`config.mk`:
```
export PLATFORM = sky130hd
export DESIGN_NAME = fb_pixel_writer
export DESIGN_NICKNAME = d
export VERILOG_FILES = /design/src/rtl/fb_pixel_writer.sv
export SDC_FILE = /design/constraint.sdc
export NUM_CORES = 1
export LEC_CHECK = 0
export CORE_MARGIN = 10
export CORE_UTILIZATION = 60
export CTS_CLUSTER_DIAMETER = 200
export DETAILED_ROUTE_END_ITERATION = 8
export PLACE_DENSITY = 0.85
export RECOVER_POWER = 50
export SLEW_MARGIN = 10
export SYNTH_ARGS = -nofsm -noshare
export SYNTH_HDL_FRONTEND = slang
export SYNTH_SLANG_ARGS = --single-unit
```
`constraint.sdc`:
```
create_clock -name sysclk -period 8.2 [get_ports sysclk]
set_clock_uncertainty 0.2 [all_clocks]
set_input_delay 1.64 -clock sysclk [delete_from_list [all_inputs] [get_ports sysclk]]
set_output_delay 1.64 -clock sysclk [all_outputs]
set_load 0.005 [all_outputs]
```
`src/rtl/fb_pixel_writer.sv`:
```
// Write side of the NES frame buffer: queues PPU palette pixels in a small FIFO and
// writes them to the shared RAM port at linear addresses, flagging frame/stream mismatches.
//
// state    | meaning
// WAIT_SOF | no frame in progress; non-sof pixels are dropped
// ACTIVE   | mid-frame; x/y hold the position of the next pixel
// DONE     | frame complete; only an sof pixel starts the next frame
module fb_pixel_writer #(
  parameter int FB_WIDTH   = 256,
  parameter int FB_HEIGHT  = 240,
  parameter int FIFO_DEPTH = 4,
  parameter int ADDR_W     = 16
) (
  input  logic              sysclk,
  input  logic              reset,
  input  logic              pix_valid,
  output logic              pix_ready,
  input  logic [5:0]        pix_data,
  input  logic              pix_sof,
  output logic              fb_we,
  input  logic              fb_grant,
  output logic [ADDR_W-1:0] fb_addr,
  output logic [7:0]        fb_data,
  output logic              frame_done,
  output logic              sync_err,
  output logic              ovf_err,
  input  logic              err_clr
);

  localparam int PW = $clog2(FIFO_DEPTH);
  localparam int XW = $clog2(FB_WIDTH);
  localparam int YW = $clog2(FB_HEIGHT);
  localparam logic [XW-1:0]     X_LAST   = XW'(FB_WIDTH - 1);
  localparam logic [YW-1:0]     Y_LAST   = YW'(FB_HEIGHT - 1);
  localparam logic [ADDR_W-1:0] A_LAST   = ADDR_W'(FB_WIDTH * FB_HEIGHT - 1);
  localparam logic [PW:0]       FULL_CNT = (PW + 1)'(FIFO_DEPTH);

  typedef enum logic [1:0] {WAIT_SOF, ACTIVE, DONE} state_t;

  state_t            state;
  logic [6:0]        fifo_mem [FIFO_DEPTH];
  logic [PW-1:0]     wr_ptr, rd_ptr;
  logic [PW:0]       count;
  logic [XW-1:0]     x;
  logic [YW-1:0]     y;
  logic              push, pop, head_sof, sync_set, ovf_set;
  logic [5:0]        head_data;
  logic [ADDR_W-1:0] cur_addr;

  assign pix_ready = !reset && (count != FULL_CNT);
  assign push      = pix_valid && pix_ready;
  // The output register refills when empty or on the cycle its write is taken.
  assign pop       = (count != '0) && (!fb_we || fb_grant);
  assign head_sof  = fifo_mem[rd_ptr][6];
  assign head_data = fifo_mem[rd_ptr][5:0];
  assign cur_addr  = ADDR_W'(y) * ADDR_W'(FB_WIDTH) + ADDR_W'(x);
  assign sync_set  = pop && (state == ACTIVE) && head_sof;
  assign ovf_set   = pop && (state == DONE) && !head_sof;

  always_ff @(posedge sysclk) begin
    if (reset) begin
      state      <= WAIT_SOF;
      wr_ptr     <= '0;
      rd_ptr     <= '0;
      count      <= '0;
      x          <= '0;
      y          <= '0;
      fb_we      <= 1'b0;
      fb_addr    <= '0;
      fb_data    <= '0;
      frame_done <= 1'b0;
      sync_err   <= 1'b0;
      ovf_err    <= 1'b0;
    end else begin
      if (push) begin
        fifo_mem[wr_ptr] <= {pix_sof, pix_data};
        wr_ptr           <= wr_ptr + 1'b1;
      end
      if (pop)
        rd_ptr <= rd_ptr + 1'b1;
      count <= count + {{PW{1'b0}}, push} - {{PW{1'b0}}, pop};

      frame_done <= fb_we && fb_grant && (fb_addr == A_LAST);
      // A set event outranks a same-cycle clear.
      sync_err   <= sync_set || (sync_err && !err_clr);
      ovf_err    <= ovf_set || (ovf_err && !err_clr);

      if (fb_we && fb_grant)
        fb_we <= 1'b0;

      if (pop) begin
        if (head_sof) begin
          fb_we   <= 1'b1;
          fb_addr <= '0;
          fb_data <= {2'b00, head_data};
          x       <= XW'(1);
          y       <= '0;
          state   <= ACTIVE;
        end else begin
          case (state)
            ACTIVE: begin
              fb_we   <= 1'b1;
              fb_addr <= cur_addr;
              fb_data <= {2'b00, head_data};
              if (x == X_LAST) begin
                x <= '0;
                if (y == Y_LAST) begin
                  y     <= '0;
                  state <= DONE;
                end else begin
                  y <= y + 1'b1;
                end
              end else begin
                x <= x + 1'b1;
              end
            end
            default: fb_we <= 1'b0;
          endcase
        end
      end
    end
  end

endmodule

```
==> impl_metrics.yaml, run 1 <==
status:
  status: "finished, violations left"
  violations: "max-capacitance violations, max-slew violations"
layout:
  layout-drive-gt1-share: 0.149
  final_nets: 365
  mostFrequentLayoutCells: "53 x dfxtp_1, 28 x edfxtp_1, 24 x dlygate4sd3_1, 21 x nor2_1, 19 x a21oi_1"
  n_antenna_cell: 0
  layout_commonest_cell: "dfxtp_1"
  nFillCells: 393
  areaGrowthSynthToFinish_pct: 17.8
  post-route-util: 0.741
sta:
  hold_viol_final: 0
  max_freq_ghz: 0.171
  finalMaxSlewViolations: 50
  fin_ws_ns: 2.33
  slew_headroom: -0.541
  setup_violations: 0
  period_needed_ns: 5.87
  tightestPinTransition_ns: 2.31
  rsz0062_at_grt: "no"
  period_share: 0.715
  finalSetupTns_ns: 0
cts:
  post_cts_resized: 0
  ctsLongestPathBuffers: 2
  clock_latency_ns: 0.36
  numCtsBuffers: 9
  cts_hold_buf: 0
  h-tree-depth: 3
  cts_setup_buffers: 0
  path_clk_slew_ns: 0.09
  cts_num_sinks: 81
  cts-root-buf: "clkbuf_8"
  cts_tree: "done"
critical_path:
  endpoint_kind: "output port"
  slowest_delay_ns: 1.63
  start_kind: "input port"
  cp.depth: 4
  r2r_cells: 10
  crit_arrival_ns: 4.03
  crit_family: "buffers and inverters"
  path_cells: "buf_2 -> clkbuf_1 -> a21oi_1 -> clkdlybuf4s50_1"
  required_ns: 6.36
  cpMaxStageDelayCell: "clkbuf_1"
  timing.critical_path.buf_inv: 3
  crit_type: "in2out"
  path_max_fanout: 49
grt:
  overflow: 0
  grtUsageTotal: 0.173
  grt_pass1_wl_um: 12200
  grt_pass1_vias: 2395
  grt_max_degree: 50
  antenna_found_initial: 0
yosys:
  synth_cell_types: 54
  ys_ff_latch: 81
  synth_cells: 309
  synth.area.top_cells: "dfxtp_1 30%, edfxtp_1 24%, mux4_2 4.5%"
  synth_edf_count: 28
  synth-async-reset-ratio: 0
  yosys_most_used_dff: "dfxtp_1"
  synth.top_cell.area_share: 0.303
  syn-cell-area_um2: 3500
  synth_warnings: 0
  avgSynthCellArea_um2: 11.3
  yosysTopAreaCell: "dfxtp_1"
  yosysSeqAreaShare: 0.543
route:
  num_vias: 2506
  avgRoutedWirePerCell_um: 17.9
  dr.pass1.iters: 4
  vias_per_cell: 5.95
  drt_iter0_markers: 163
  ant_nets: 0
  post-route-drc-count: 0
  wirelength_um: 7550
min_path:
  hp-class: "reg2reg"
  hold_depth: 2
power_and_ir_drop:
  ir_drop_v: 0.000217
  p_per_area_nw_per_um2: 282
  p_leak_uw: 0.00147
placement:
  hpwl_um: 5310
  placement.io_buffers: 38
  dpl_worst_slack_ns: 3.59
  gp_congestion: 0.833
floorplan:
  dieArea_um2: 9300
  placementRows: 27
  core-area_um2: 5570
  die_x_um: 96.4
  io_pins: 41
  die-height_um: 96.4
  start_util: 0.629
job:
  maxCapViolations: 1
## sequential cells by signal, summed over array words and instances, names as in the netlist, named ones only
register / count
fb_addr: 16
ovf_err: 1
y: 8
frame_done: 1
fb_data: 6
fifo_mem: 28
sync_err: 1
count: 3
wr_ptr: 2
rd_ptr: 2
x: 8
state: 2
fb_we: 1
## worst min-delay path: cells and delay by family (launching register included)
kind,cells,cell delay [ns]
flops,1,0.32
simple gates,1,0.05
compound gates,1,0.05
## worst paths after layout
| path | from | to | slack, ns |
|---|---|---|---|
| setup / recovery | reset | pix_ready | 2.33 |
| hold / removal | fb_data[3] | fb_data[3] | 0.26 |
| setup reg to reg | count[1] | count[2] | 5.07 |
| hold reg to reg | fb_data[3] | fb_data[3] | 0.26 |
## metrics by stage
step	instances	cell area, µm²	hold WS, ns	power, µW
floorplan	310	3510	0.252	745
global placement	405	3900	0.249	823
detailed placement	405	3900	0.246	838
CTS	421	4130	0.259	1180
global route	421	4130	0.285	1230
finish	421	4130	0.259	1160
## synth_stat cells (2+ instances only)
cell type  count
buf_2          3
dfxtp_1       53
mux4_2         7
a21oi_1       19
nor4_1         2
a22oi_2       10
nand2_1       17
o31ai_1        3
a21o_1         2
edfxtp_1      28
a22oi_1        7
and4b_1        2
a32oi_1        2
a211oi_1       4
nor3_1         4
nand4_1        6
nor2b_1        4
o21ai_0        6
and4_1         3
a221o_1        3
nand3_1        9
xnor2_1        4
ha_1           8
buf_6          2
nor2_1        21
a41oi_1        3
nand2b_1       4
or4_1          3
buf_4          3
nor2_2        10
clkbuf_1       9
nand4b_1       2
inv_1         12
and3_1         7
and2_1         4
or3_1          4
o21a_1         2
## kinds of logic (layout without fill, tap and decap cells)
kind of cell / Yosys count / count (layout) / synth area share
AO/OA/AOI/OAI: 70 / 70 / 0.155
XOR/XNOR: 5 / 5 / 0.0125
adder cells (fa/ha/maj): 9 / 9 / 0.0343
buffers and inverters: 31 / 70 / 0.0418
flip-flops: 81 / 81 / 0.543
multiplexers: 7 / 7 / 0.0450
other: 1 / 2 / 0.00107
AND/OR/NAND/NOR: 105 / 105 / 0.168
## power breakdown
| group | switching [µW] | internal, µW |
|---|---|---|
| Combinational | 196 | 131 |
| Sequential | 41.5 | 459 |
| Clock | 157 | 178 |
## area by class of cell
class | count | area [µm²] | share of cell area
Sequential cell | 81 | 1900 | 0.461
Tap cell | 72 | 90.1 | 0.0218
Multi-Input combinational cell | 198 | 1460 | 0.354
Clock inverter | 7 | 109 | 0.0264
Timing Repair Buffer | 41 | 394 | 0.0955
Inverter | 13 | 48.8 | 0.0118
Clock buffer | 9 | 124 | 0.0300
## layer usage
layer	wire, µm	global-route usage	vias up
met3	393	0.0455	11
met5	0	0	-
met2	4020	0.302	55
met4	123	0.0787	0
met1	3010	0.193	1225
li1	-	-	1215
Note: power is estimated with default switching activity, not from simulation.
==> run 2, diff against run 1 <==
- CORE_UTILIZATION: 60 -> 50
- PLACE_DENSITY: 0.85 -> 0.75
- clock period: 8.2 -> 5.35 ns (I/O delays scaled with it)
==> impl_metrics.yaml, run 2 (same netlist as run 1, synthesis figures left out) <==
status:
  status: "completed"
critical_path:
  cp.depth: 11
  crit_type: "in2reg"
  crit_family: "adder cells"
  critical_path.most_common_cell: "inv_1"
  crit_arrival_ns: 3.72
  cpMaxStageDelayCell: "a211oi_1"
  endpoint_kind: "flop"
  start_kind: "input port"
  path_cells: "dlygate4sd3_1 -> inv_1 -> a211oi_1 -> inv_1 -> ha_1 -> inv_1 -> ha_1 -> fa_1 -> xnor2_1 -> xnor2_1 -> nor2_1"
  slowest_delay_ns: 0.67
  r2r_slack_ns: 2.33
  r2r_cells: 5
  timing.critical_path.buf_inv: 4
  required_ns: 5.37
  r2r-end: "x[7]"
  path_max_fanout: 8
  endpoint: "count[2]"
  cp-startpoint: "pix_valid"
placement:
  placement.io_buffers: 38
  dpl_worst_slack_ns: 1.37
  gp_congestion: 0.850
  hpwl_um: 5030
  placed_area_um2: 3930
floorplan:
  die-height_um: 104
  io_pins: 41
  placementRows: 30
  core-area_um2: 6790
  dieArea_um2: 10800
  start_util: 0.516
  die_x_um: 104
power_and_ir_drop:
  p_per_area_nw_per_um2: 415
  p_leak_uw: 0.00150
  ir_drop_v: 0.000213
layout:
  n_antenna_cell: 0
  seqCellArea_um2: 1900
  mostFrequentLayoutCells: "53 x dfxtp_1, 35 x dlygate4sd3_1, 28 x edfxtp_1, 21 x nor2_1, 19 x a21oi_1"
  final_nets: 365
  final_cell_area_um2: 4130
  regMostFlops: "fifo_mem"
  multi_input_area_um2: 1460
  nFillCells: 553
  layout-drive-gt1-share: 0.146
  layout_commonest_cell: "dfxtp_1"
  areaGrowthSynthToFinish_pct: 18.0
  reg_top3: "fifo_mem (28), fb_addr (16)"
  largest_reg_flops: 28
sta:
  slew_headroom: 0.456
  finalMaxSlewViolations: 0
  tightestPinTransition_ns: 0.811
  hold_viol_final: 0
  setup_violations: 0
  period_share: 0.691
  rsz0062_at_grt: "no"
  fin_ws_ns: 1.65
  max_freq_ghz: 0.270
  period_needed_ns: 3.70
  finalSetupTns_ns: 0
route:
  dr.pass1.iters: 4
  post-route-drc-count: 0
  num_vias: 2465
  avgRoutedWirePerCell_um: 16.2
  drt_iter0_markers: 109
  vias_per_cell: 5.54
  ant_nets: 0
  wirelength_um: 7210
grt:
  antenna_found_initial: 0
  grt_pass1_vias: 2380
  overflow: 0
  grtUsageTotal: 0.134
  grt_pass1_wl_um: 12000
  grt_max_degree: 49
job:
  maxCapViolations: 0
min_path:
  hp-class: "reg2reg"
cts:
  clock_latency_ns: 0.35
  post_cts_resized: 0
  h-tree-depth: 3
  cts_num_sinks: 81
  cts_tree: "done"
  path_clk_slew_ns: 0.09
  cts_hold_buf: 0
  ctsLongestPathBuffers: 2
  cts_setup_buffers: 0
  numCtsBuffers: 9
  cts-root-buf: "clkbuf_8"
## run 2: cell count changes in the layout (fill, tap and decap cells not counted)
| cell | change |
|---|---|
| nor3_2 | -1 |
| inv_1 | +1 |
| clkdlybuf4s50_1 | -11 |
| dlygate4sd3_1 | +11 |
| clkinv_4 | +1 |
| bufinv_16 | -1 |
| nor3_1 | +1 |
| clkinvlp_4 | +1 |
| inv_2 | -1 |
| inv_6 | -1 |
| buf_4 | +1 |
| clkbuf_1 | -1 |
## run 2: through the flow
stage	hold WS [ns]	total power (µW)	cells	util
after floorplan	0.252	1140	310	-
after global placement	0.258	1270	429	0.578
after detailed placement	0.249	1280	429	0.578
after CTS	0.267	1750	445	0.609
after global routing	0.284	1820	445	0.608
final	0.266	1720	445	0.608
## run 2: how the worst min path moves through the flow
| stage | from | to | slack (ns) | depth (start not counted) |
|---|---|---|---|---|
| 2_1_floorplan | state[1] | state[1] | 0.25 | 2 |
| 3_3_place_gp | fb_data[5] | fb_data[5] | 0.26 | 2 |
| 3_5_place_dp | fb_data[5] | fb_data[5] | 0.25 | 2 |
| 4_1_cts | fb_data[5] | fb_data[5] | 0.27 | 2 |
| 5_1_grt | fb_data[1] | fb_data[1] | 0.28 | 2 |
| 6_report | fb_data[5] | fb_data[5] | 0.27 | 2 |
## run 2: worst register-to-register path, delay by kind of cell, from the launching register on
family	cells	cell delay [ns]
compound gates	2	0.80
mux	1	0.75
flops	1	0.64
buf+inv	1	0.37
simple gates	1	0.15
## run 2: area by class of cell
cell class | instances | area share
multi-input combinational | 198 | 0.352
sequential | 81 | 0.460
clock buffer | 9 | 0.0300
tap | 96 | 0.0291
clock inverter | 7 | 0.0209
timing repair buffer | 41 | 0.0962
inverter | 13 | 0.0118
## run 2: layer usage
layer,routed length (µm),vias to the layer above,track usage
met4,69,0,0.0378
met2,3380,67,0.207
met5,0,-,0
met3,450,7,0.0496
met1,3310,1167,0.172
li1,-,1224,-
## run 2: power by group
group / switching [µW] / total, µW / internal, µW
Clock: 239 / 464 / 225
Sequential: 64.4 / 768 / 704
Combinational: 286 / 484 / 198
Total: 589 / 1720 / 1130
==> run 3, diff against run 2 <==
- CORE_UTILIZATION: 50 -> 55
- PLACE_DENSITY: 0.75 -> 0.79
- clock period: 5.35 -> 3.7 ns (I/O delays scaled with it)
==> impl_metrics.yaml, run 3 (same netlist as run 1, synthesis figures left out) <==
layout:
  n_antenna_cell: 0
  final_nets: 367
  largest_reg_flops: 28
  layout_commonest_cell: "dfxtp_1"
  reg_top3: "fifo_mem (28), fb_addr (16)"
  regMostFlops: "fifo_mem"
  layout-drive-gt1-share: 0.148
  areaGrowthSynthToFinish_pct: 18.0
  mostFrequentLayoutCells: "53 x dfxtp_1, 35 x dlygate4sd3_1, 28 x edfxtp_1, 21 x nor2_1, 19 x a21oi_1"
  post-route-util: 0.659
cts:
  post_cts_resized: 0
  clock_latency_ns: 0.35
  cts_setup_buffers: 0
  cts-root-buf: "clkbuf_8"
  h-tree-depth: 3
  path_clk_slew_ns: 0.08
  cts_tree: "done"
  cts_num_sinks: 81
  numCtsBuffers: 9
  ctsLongestPathBuffers: 2
  cts_hold_buf: 0
floorplan:
  die-height_um: 99.8
  placementRows: 29
  die_x_um: 99.8
  core-area_um2: 6280
  io_pins: 41
  start_util: 0.558
  dieArea_um2: 9970
status:
  status: "completed"
critical_path:
  required_ns: 3.70
  slowest_delay_ns: 0.57
  r2r_cells: 6
  endpoint_kind: "flop"
  cpMaxStageDelayCell: "dlygate4sd3_1"
  timing.critical_path.buf_inv: 3
  crit_type: "in2reg"
  path_cells: "dlygate4sd3_1 -> nand2b_1 -> nand2_1 -> inv_1 -> ha_1 -> inv_1 -> ha_1 -> fa_1 -> xnor2_1 -> xnor2_1 -> nor2_1"
  crit_arrival_ns: 3.18
  r2r-end: "x[7]"
  cp.depth: 11
  path_max_fanout: 10
  crit_family: "adder cells"
  r2r_slack_ns: 0.87
  start_kind: "input port"
power_and_ir_drop:
  ir_drop_v: 0.000395
  p_per_area_nw_per_um2: 617
  p_leak_uw: 0.00151
grt:
  overflow: 0
  grt_max_degree: 48
  antenna_found_initial: 0
  grt_pass1_wl_um: 12500
  grt_pass1_vias: 2484
  grtUsageTotal: 0.156
min_path:
  holdCritStartpoint: "fb_data[2]"
  hp-class: "reg2reg"
  hold_depth: 2
  worst_hold_path.endpoint: "fb_data[2]"
route:
  drt_iter0_markers: 134
  ant_nets: 0
  num_vias: 2545
  vias_per_cell: 5.95
  wirelength_um: 7540
  avgRoutedWirePerCell_um: 17.6
  dr.pass1.iters: 4
  post-route-drc-count: 0
sta:
  rsz0062_at_grt: "no"
  finalMaxSlewViolations: 0
  max_freq_ghz: 0.314
  period_share: 0.860
  hold_viol_final: 0
  setup_violations: 0
  finalSetupTns_ns: 0
  period_needed_ns: 3.18
  fin_ws_ns: 0.517
  tightestPinTransition_ns: 1.08
  holdWs_ns: 0.256
  slew_headroom: 0.279
job:
  maxCapViolations: 0
placement:
  gp_congestion: 0.891
  placement.io_buffers: 38
  dpl_worst_slack_ns: 0.401
  hpwl_um: 5210
run 3: final cells by class:
cell class / count / area (µm²)
well taps: 77 / 96.3
flip-flops and latches: 81 / 1900
fillers: 466 / 2140
inverters: 13 / 48.8
clock inverters: 7 / 101
clock buffers: 9 / 124
repair buffers: 43 / 407
multi-input cells: 198 / 1460
run 3: per-stage QoR:
| step | total power, µW | cell area, µm² | cells |
|---|---|---|---|
| after global routing | 2700 | 4130 | 428 |
| after detailed placement | 1870 | 3920 | 412 |
| after floorplan | 1650 | 3510 | 310 |
| final | 2550 | 4130 | 428 |
| after CTS | 2600 | 4150 | 428 |
| after global placement | 1840 | 3920 | 412 |
run 3: worst max-delay path by stage:
stage	start	end	slack (ns)
5_1_grt	fb_grant	count[2]	0.39
4_1_cts	fb_grant	count[2]	0.76
3_5_place_dp	fb_grant	count[2]	0.40
6_report	fb_grant	count[2]	0.52
2_1_floorplan	pix_valid	count[2]	0.79
3_3_place_gp	fb_grant	count[2]	0.45
run 3: report_power, final:
group / switching, µW / internal [µW]
clock: 341 / 388
sequential: 76.2 / 1020
combinational: 436 / 294
run 3: routing by layer:
layer / wire (µm) / track usage
met1: 3340 / 0.197
met2: 3700 / 0.243
met3: 418 / 0.0625
met4: 79 / 0.0408
met5: 0 / 0
run 3: worst register-to-register path: cells and delay by family (launching register included):
kind / cells / cell delay [ns]
flops: 1 / 0.31
mux: 1 / 0.70
buf+inv: 2 / 0.57
compound gates: 3 / 0.99
